`src/rtl/muldiv_unit.sv`:
```
// Iterative RV32M multiply/divide unit for the Execute stage.
// Uses 32-step shift-add multiply and restoring divide, with 1-cycle special cases for divide.
module muldiv_unit #(
  parameter int unsigned XLEN = 32
) (
  input  logic            clk,
  input  logic            reset,
  input  logic            startE,
  input  logic [2:0]      funct3E,
  input  logic [XLEN-1:0] SrcAE,
  input  logic [XLEN-1:0] SrcBE,
  input  logic            flushE,
  output logic            busyE,
  output logic            doneE,
  output logic [XLEN-1:0] resultE
);

  localparam int unsigned DW = 2 * XLEN;
  localparam int unsigned CW = $clog2(XLEN);
  localparam logic [CW-1:0]   LAST    = CW'(XLEN - 1);
  localparam logic [XLEN-1:0] MIN_NEG = {1'b1, {(XLEN-1){1'b0}}};

  typedef enum logic [1:0] {IDLE, ITER, DONE} state_t;

  state_t          state_q, state_d;
  logic [CW-1:0]   cnt_q, cnt_d;
  logic [2:0]      op_q, op_d;
  logic            neg_a_q, neg_a_d, neg_b_q, neg_b_d;
  logic [DW-1:0]   acc_q, acc_d;
  logic [XLEN-1:0] b_q, b_d;
  logic [XLEN-1:0] result_q, result_d;
  logic            busy_q, busy_d, done_q, done_d;

  // Operand decode, evaluated on the live inputs at the start edge
  logic            signed_a, signed_b, in_neg_a, in_neg_b, div_zero, div_ovf;
  logic [XLEN-1:0] mag_a, mag_b, special_res;

  always_comb begin
    signed_a    = !(funct3E == 3'b011 || (funct3E[2] && funct3E[0]));
    signed_b    = signed_a && (funct3E != 3'b010);
    in_neg_a    = signed_a && SrcAE[XLEN-1];
    in_neg_b    = signed_b && SrcBE[XLEN-1];
    mag_a       = in_neg_a ? -SrcAE : SrcAE;
    mag_b       = in_neg_b ? -SrcBE : SrcBE;
    div_zero    = funct3E[2] && (SrcBE == '0);
    div_ovf     = funct3E[2] && !funct3E[0] && (SrcAE == MIN_NEG) && (SrcBE == '1);
    special_res = funct3E[1] ? (div_zero ? SrcAE : '0) : (div_zero ? '1 : MIN_NEG);
  end

  // One iteration: acc holds {partial, multiplier} or {remainder, quotient/dividend}
  logic [XLEN:0]   mul_sum;
  logic            div_ge;
  logic [DW-1:0]   step;

  always_comb begin
    mul_sum = {1'b0, acc_q[DW-1:XLEN]} + (acc_q[0] ? {1'b0, b_q} : '0);
    div_ge  = acc_q[DW-1:XLEN-1] >= {1'b0, b_q};
    if (op_q[2]) begin
      step = div_ge ? {acc_q[DW-2:XLEN-1] - b_q, acc_q[XLEN-2:0], 1'b1}
                    : {acc_q[DW-2:0], 1'b0};
    end else begin
      step = {mul_sum, acc_q[XLEN-1:1]};
    end
  end

  // Sign fix-up of the completed accumulator
  logic [DW-1:0]   prod;
  logic [XLEN-1:0] quo, rem, final_res;

  always_comb begin
    prod = (neg_a_q ^ neg_b_q) ? -step : step;
    quo  = (neg_a_q ^ neg_b_q) ? -step[XLEN-1:0] : step[XLEN-1:0];
    rem  = neg_a_q ? -step[DW-1:XLEN] : step[DW-1:XLEN];
    if (op_q[2]) begin
      final_res = op_q[1] ? rem : quo;
    end else begin
      final_res = (op_q[1:0] == 2'b00) ? prod[XLEN-1:0] : prod[DW-1:XLEN];
    end
  end

  always_comb begin
    state_d  = state_q;
    cnt_d    = cnt_q;
    op_d     = op_q;
    neg_a_d  = neg_a_q;
    neg_b_d  = neg_b_q;
    acc_d    = acc_q;
    b_d      = b_q;
    result_d = result_q;

    unique case (state_q)
      IDLE: begin
        if (startE) begin
          op_d    = funct3E;
          neg_a_d = in_neg_a;
          neg_b_d = in_neg_b;
          b_d     = mag_b;
          acc_d   = {{XLEN{1'b0}}, mag_a};
          cnt_d   = '0;
          if (div_zero || div_ovf) begin
            result_d = special_res;
            state_d  = DONE;
          end else begin
            state_d  = ITER;
          end
        end
      end
      ITER: begin
        acc_d = step;
        cnt_d = cnt_q + CW'(1);
        if (cnt_q == LAST) begin
          result_d = final_res;
          state_d  = DONE;
        end
      end
      DONE:    state_d = IDLE;
      default: state_d = IDLE;
    endcase

    // Abort wins over everything but reset; the old result is kept
    if (flushE) begin
      state_d  = IDLE;
      cnt_d    = '0;
      result_d = result_q;
    end

    busy_d = (state_d == ITER);
    done_d = (state_d == DONE);
  end

  always_ff @(posedge clk or posedge reset) begin
    if (reset) begin
      state_q  <= IDLE;
      cnt_q    <= '0;
      op_q     <= '0;
      neg_a_q  <= 1'b0;
      neg_b_q  <= 1'b0;
      acc_q    <= '0;
      b_q      <= '0;
      result_q <= '0;
      busy_q   <= 1'b0;
      done_q   <= 1'b0;
    end else begin
      state_q  <= state_d;
      cnt_q    <= cnt_d;
      op_q     <= op_d;
      neg_a_q  <= neg_a_d;
      neg_b_q  <= neg_b_d;
      acc_q    <= acc_d;
      b_q      <= b_d;
      result_q <= result_d;
      busy_q   <= busy_d;
      done_q   <= done_d;
    end
  end

  assign busyE   = busy_q;
  assign doneE   = done_q;
  assign resultE = result_q;

endmodule

```
`config.mk`:
```
export PLATFORM = sky130hd
export DESIGN_NAME = muldiv_unit
export DESIGN_NICKNAME = d
export VERILOG_FILES = /design/src/rtl/muldiv_unit.sv
export SDC_FILE = /design/constraint.sdc
export NUM_CORES = 1
export LEC_CHECK = 0
export CAP_MARGIN = 20
export CORE_MARGIN = 2
export CORE_UTILIZATION = 42
export CTS_CLUSTER_DIAMETER = 50
export DETAILED_ROUTE_END_ITERATION = 8
export PLACE_DENSITY = 0.68
export SYNTH_ARGS = -nofsm -noshare
export SYNTH_HDL_FRONTEND = slang
export SYNTH_SLANG_ARGS = --single-unit
```
`constraint.sdc`:
```
create_clock -name clk -period 5.5 [get_ports clk]
set_clock_uncertainty 0.2 [all_clocks]
set_input_delay 0.825 -clock clk [delete_from_list [all_inputs] [get_ports clk]]
set_output_delay 0.825 -clock clk [all_outputs]
set_load 0.02 [all_outputs]
```
Yosys cells after proc, flatten, opt, wreduce, memory -nomap -nowiden:

Index checks and enable logic that the tools add are counted.

* bits in registers: 142
* input port bits: 71
* output and inout bits: 34
* word-level logic and storage cells: 82

* add/subtract/negate cells: 8
* order comparisons: 1
* eq/ne operators: 12
* muxes and demuxes: 28
* bitwise operators: 2
* reductions and logical operators: 21

Operator list (count)
* $mux 32: 13
* $mux 64: 4
* $neg 32->32: 4
* $pmux 64 s2: 1
* $eq 32x32->1 const B: 2
* $neg 64->64: 1
* $pmux 32 s2: 1
* $add 32x32->33: 1
* $ge 33x32->1: 1
* $logic_not 32->1: 1
* $sub 32x32->32: 1
* $mux 31: 1
* $mux 5: 2
* $pmux 5 s2: 1
* $logic_and 1x1->1: 8
* $mux 2: 4
* $ne 2x2->1 const B: 3
* $reduce_and 2->1: 3
* $add 5x1->5 const B: 1
* $eq 5x5->1 const B: 1
* $reduce_and 5->1: 1
* $eq 2x1->1 const B: 2
* $logic_not 2->1: 2
* $pmux 2 s2: 1
* other kinds (10): 12

Logic depth before layout (Yosys ltp):

* depth in word-level cells: 10
* gate-level depth with buffers: 25
* depth with buffers taken out: 23

Least setup slack after synthesis:

OpenSTA, ideal clock, no wires.

* path type: register -> register
* from: reg acc_q[39]
* to: reg result_q[28], in the netlist resultE[28]
* setup time: 0.084 ns
* arrival time: 4.692 ns
* data required time: 5.216 ns
* path slack: 0.524 ns
* stages on the path, launching flop included: 24
* buffers on the path: 2
* period minus slack after synthesis: 4.976 ns
* cell sequence: dfrtp_1 -> ha_1 -> buf_2 -> a21oi_2 -> o22ai_1 -> a31o_1 -> o31ai_4 -> nand2_2 -> buf_6 -> nand2_1 -> a21boi_0 -> ha_1 -> nand4b_1 -> nor2_1 -> and4_1 -> nor2b_1 -> nand2_1 -> nor2_1 -> nand2_1 -> nor4_4 -> a31oi_1 -> xor2_1 -> a2111o_1 -> a41oi_2

* longest elaborated chain between the ends: 9
* elaborated cells on any way between the ends: 16
* classes of those cells: add/sub: 5; order compare: 1; mux: 10

RTL lines
* from (decl): line 29 `logic [DW-1:0] acc_q, acc_d;`
* from (signal assigned): line 138 `acc_q <= '0;`
* from (signal assigned): line 149 `acc_q <= acc_d;`
* $sub 32x32->32 / $ge 33x32->1 (equally long branches): line 59, 57
* $mux 64: line 59 `step = div_ge ? {acc_q[DW-2:XLEN-1] - b_q, acc_q[XLEN-2:0], 1'b1}`
* $mux 64 (*): line 58 `if (op_q[2]) begin`
* $neg 64->64, or another cell as far along: line 71 `prod = (neg_a_q ^ neg_b_q) ? -step : step;`
* $mux 64, or another cell as far along: line 71
* $mux 32 (on tied branches): line 77, 75
* $mux 32 (*): line 74 `if (op_q[2]) begin`
* $mux 32 (*): line 111 `if (cnt_q == LAST) begin`
* $pmux 32 s2 (*): line 91 `unique case (state_q)`
* to (signal assigned): line 151 `result_q <= result_d;`
* to (decl): line 31 `logic [XLEN-1:0] result_q, result_d;`

Every way passes the cells marked *; elsewhere a longest branch is shown, timed or not. The select of a mux whose other input is x is not followed.
A chain may end at the register's enable or synchronous reset.

Worst setup path in the final report:

* from: reg acc_q[31]
* to: reg result_q[31], in the netlist resultE[31]

Same word-level chain as after synthesis.

==> qor.csv <==
stage;metric;value;unit
hold_path;hp-class;reg2reg;
yosys;synth.ff_latch_count;142;
global_routing;grt_pass1_vias;15973;
sta;max_slew.worst_pin.slew;1120;ps
yosys;syn-num-nets;2164;
yosys;post_synth.cell_area_avg;7.52;sq um
final_layout;finalInstanceArea;18100;sq um
worst_setup_path;setup.reg_to_reg.worst_slack;100;ps
route;drt_iter0_markers;2449;
die;ios;105;
sta;grt_setup_unrepaired;yes;
route;top_layer;met4;
placement;post_dp_cell_area;17500;sq um
hold_path;hold_critical_path_endpoint;resultE[6];
final_layout;final_layout_size_suffix_gt1_share;12.1;%
yosys;yosysUniqueCellTypes;104;
global_routing;global_route_wire_length_before_repair;98.9;mm
worst_setup_path;worst-path-max-fanout;3;
sta;hold_viol;0;
worst_setup_path;start_kind;flop;
cts;tritoncts;done;
route;route.detailed.wl_per_inst;24.6;um
worst_setup_path;path_cells;inv_1 -> ha_1 -> inv_1 -> fa_1 -> a211oi_1 -> o21ai_0 -> buf_4 -> a31oi_1 -> o32ai_1 -> o41ai_1 -> xor2_1 -> o21ai_0 -> mux2i_1 -> nand4_1 -> nor4b_1 -> a31oi_1 -> xor2_1 -> a21oi_1 -> nand3b_1;
flow_run;drv.max_cap_violation_count;0;
sta;worst_slew_margin_rel;24.6;%
hold_path;timing.hold.worst_path_depth;2;
worst_setup_path;cp_num_buf_inv;3;
route;detailroute.wirelength.met3;7.38;mm
sta;final_max_slew_viol_count;0;
cts;tritoncts_num_sinks;142;
route;drt-pass1-iter-count;6;
worst_setup_path;timing.critical_path.slowest_cell_delay;620;ps
cts;clkTransAtPathRegs;70;ps
cts;total_clock_buffers_created_by_cts;17;
worst_setup_path;regToRegStartpoint;acc_q[31];
cts;clock_tree.root_cell;sky130_fd_sc_hd__clkbuf_16;
worst_setup_path;cp.arrival;5530;ps
cts;cts_max_level;4;
route;routed_wl;65.2;mm
final_layout;num-nets-final;2321;
sta;clock.fmax;185;MHz
yosys;synth_enable_flop_cells;0;
yosys;seq_area_frac_synth;23.4;%
cts;cts.path.max_buffers;2;
sta;timing.final.crit_period;5400;ps
route;post_drt_via_cell_ratio;6.42;
yosys;postSynth.topFlopCell;sky130_fd_sc_hd__dfrtp_1;
final_layout;n_antenna_cell;0;
worst_setup_path;timing.critical_path.slowest_stage_cell;sky130_fd_sc_hd__nor4b_1;
power_and_ir_drop;cell_leakage_power;7.49;nW
sta;final.period_utilization;98.2;%
outcome;outcome;finished, final reports clean;
sta;timing.final.setup_violations;0;
global_routing;grt_start_max_net_pins;98;
worst_setup_path;critical_path_class;reg2reg;
yosys;synthArstFlopShare;100;%
worst_setup_path;r2r-end;resultE[31];
yosys;yosys_warnings;0;
route;route.met2.wl;27.3;mm
die;initial_core_util;42.7;%
die;rows;69;
power_and_ir_drop;vdd_drop_max;215;uV
die;dieArea;37700;sq um
yosys;synth.largest_area_cell;sky130_fd_sc_hd__dfrtp_1;
route;route.antenna.remaining_nets;0;
global_routing;antenna_violations_before_repair;0;
worst_setup_path;reg2reg_depth;19;
cts;cts_repair_resize_count;0;
final_layout;area_growth_syn_to_layout;18.9;%
placement;routabilityCongestion;1.02;
global_routing;gr-total-overflow;0;
die;fp.dieH;194;um
route;drc_violations_left;0;
route;wirelength_met1;28.4;mm
yosys;synth.most_common_cell;sky130_fd_sc_hd__nand2_1;
yosys;synthesis.area;15200;sq um
yosys;synth_top_cells_by_area;sky130_fd_sc_hd__dfrtp_1 (23%), sky130_fd_sc_hd__o21ai_0 (6.5%), sky130_fd_sc_hd__nand2_1 (6.4%), sky130_fd_sc_hd__ha_1 (5.8%), sky130_fd_sc_hd__a21oi_1 (5.8%);
cts;insertion_delay;460;ps
cts;hold_buffers;0;
worst_setup_path;path_delay_family;compound AO/OA/AOI/OAI gates;
cts;cts_setup_buffers;0;
placement;port-buffer-count;104;
power_and_ir_drop;power-per-cell-area;442;nW/um^2
die;die_w;194;um
die;core_area;35600;sq um
placement;place_hpwl;51.4;mm
worst_setup_path;crit_path_end_kind;flop;
hold_path;hold_path.startpoint;resultE[6];
sta;hold_slack;288;ps
yosys;synth_top_area_share;23.4;%
route;vias;17024;
yosys;synth_cells;2020;
global_routing;grt_usage;33.9;%
worst_setup_path;required;5630;ps
worst_setup_path;worstSetupPathDepth;19;
yosys;post_synth_most_frequent_cells;sky130_fd_sc_hd__nand2_1 (261), sky130_fd_sc_hd__o21ai_0 (196), sky130_fd_sc_hd__a21oi_1 (175), sky130_fd_sc_hd__nor2_1 (151), sky130_fd_sc_hd__dfrtp_1 (142);
## power breakdown
part           switching [mW]  total [mW]  internal [mW]
Clock                   0.564        1.15          0.585
Sequential              0.256        1.48           1.23
Combinational            3.38        5.36           1.98
Total                    4.20        7.99           3.79
## worst min-delay path, cell delays in order, from the launching register on
cell,delay [ps]
sky130_fd_sc_hd__dfrtp_1,340
sky130_fd_sc_hd__nand2_1,50
sky130_fd_sc_hd__o21ai_0,60
## area by class of cell
type | count | area [sq um]
timing repair buffer | 257 | 2200
tap | 461 | 577
clock buffer | 19 | 433
inverter | 66 | 258
clock inverter | 13 | 105
sequential | 142 | 3560
fill | 3547 | 17500
multi-input combinational | 1693 | 10900
## cells by family after synthesis
family	after synthesis	share of synthesized area (%)
xor gates and xnor gates	187	10.8
and+or+nand+nor	722	23.5
AOI/OAI and AO/OA	666	28.2
adders and majority gates	73	6.11
muxes	45	3.02
DFF	142	23.4
buffers and inverters	185	5.05
## metal layers
metal	track usage (%)	vias to the layer above
met5	0	-
met4	10.5	0
met3	8.52	147
met2	49.4	1013
met1	48.9	8182
li1	-	7682
## flip-flops by register name, indices dropped and copies added, names as in the netlist
register  cells
doneE         1
neg_a_q       1
state_q       2
acc_q        64
neg_b_q       1
op_q          3
b_q          32
busyE         1
cnt_q         5
resultE      32
## placed cells by master, fill, tap and decap left out, types with 28 or more instances in the layout
cell type                         count
sky130_fd_sc_hd__a21oi_1            174
sky130_fd_sc_hd__a31oi_1             32
sky130_fd_sc_hd__and2_1              48
sky130_fd_sc_hd__buf_4              151
sky130_fd_sc_hd__clkdlybuf4s50_1    104
sky130_fd_sc_hd__dfrtp_1            140
sky130_fd_sc_hd__ha_1                70
sky130_fd_sc_hd__inv_1               63
sky130_fd_sc_hd__mux2i_1             40
sky130_fd_sc_hd__nand2_1            260
sky130_fd_sc_hd__nand3_1             70
sky130_fd_sc_hd__nor2_1             149
sky130_fd_sc_hd__nor3_1              34
sky130_fd_sc_hd__o211ai_1            28
sky130_fd_sc_hd__o21ai_0            195
sky130_fd_sc_hd__o221ai_1            41
sky130_fd_sc_hd__xnor2_1             97
sky130_fd_sc_hd__xor2_1              90
## stage by stage
stage,setup WS (ps),utilization (%),power (mW),setup TNS (ps),cells
after floorplan,524,-,4.65,0,2020
after global placement,59.5,49.1,6.59,0,2617
after detailed placement,90.8,49.1,6.60,0,2618
after CTS,65.7,50.7,7.75,0,2650
after global routing,-43.9,50.8,8.36,-135,2651
final,101,50.8,7.99,0,2651
## worst max-delay path by stage
stage / startpoint / end
after floorplan: acc_q[39] / resultE[28]
after global placement: acc_q[42] / resultE[30]
after detailed placement: acc_q[62] / resultE[15]
after CTS: acc_q[62] / resultE[15]
after global routing: acc_q[31] / resultE[31]
final: acc_q[31] / resultE[31]
Power figures use the tool's default switching activity.
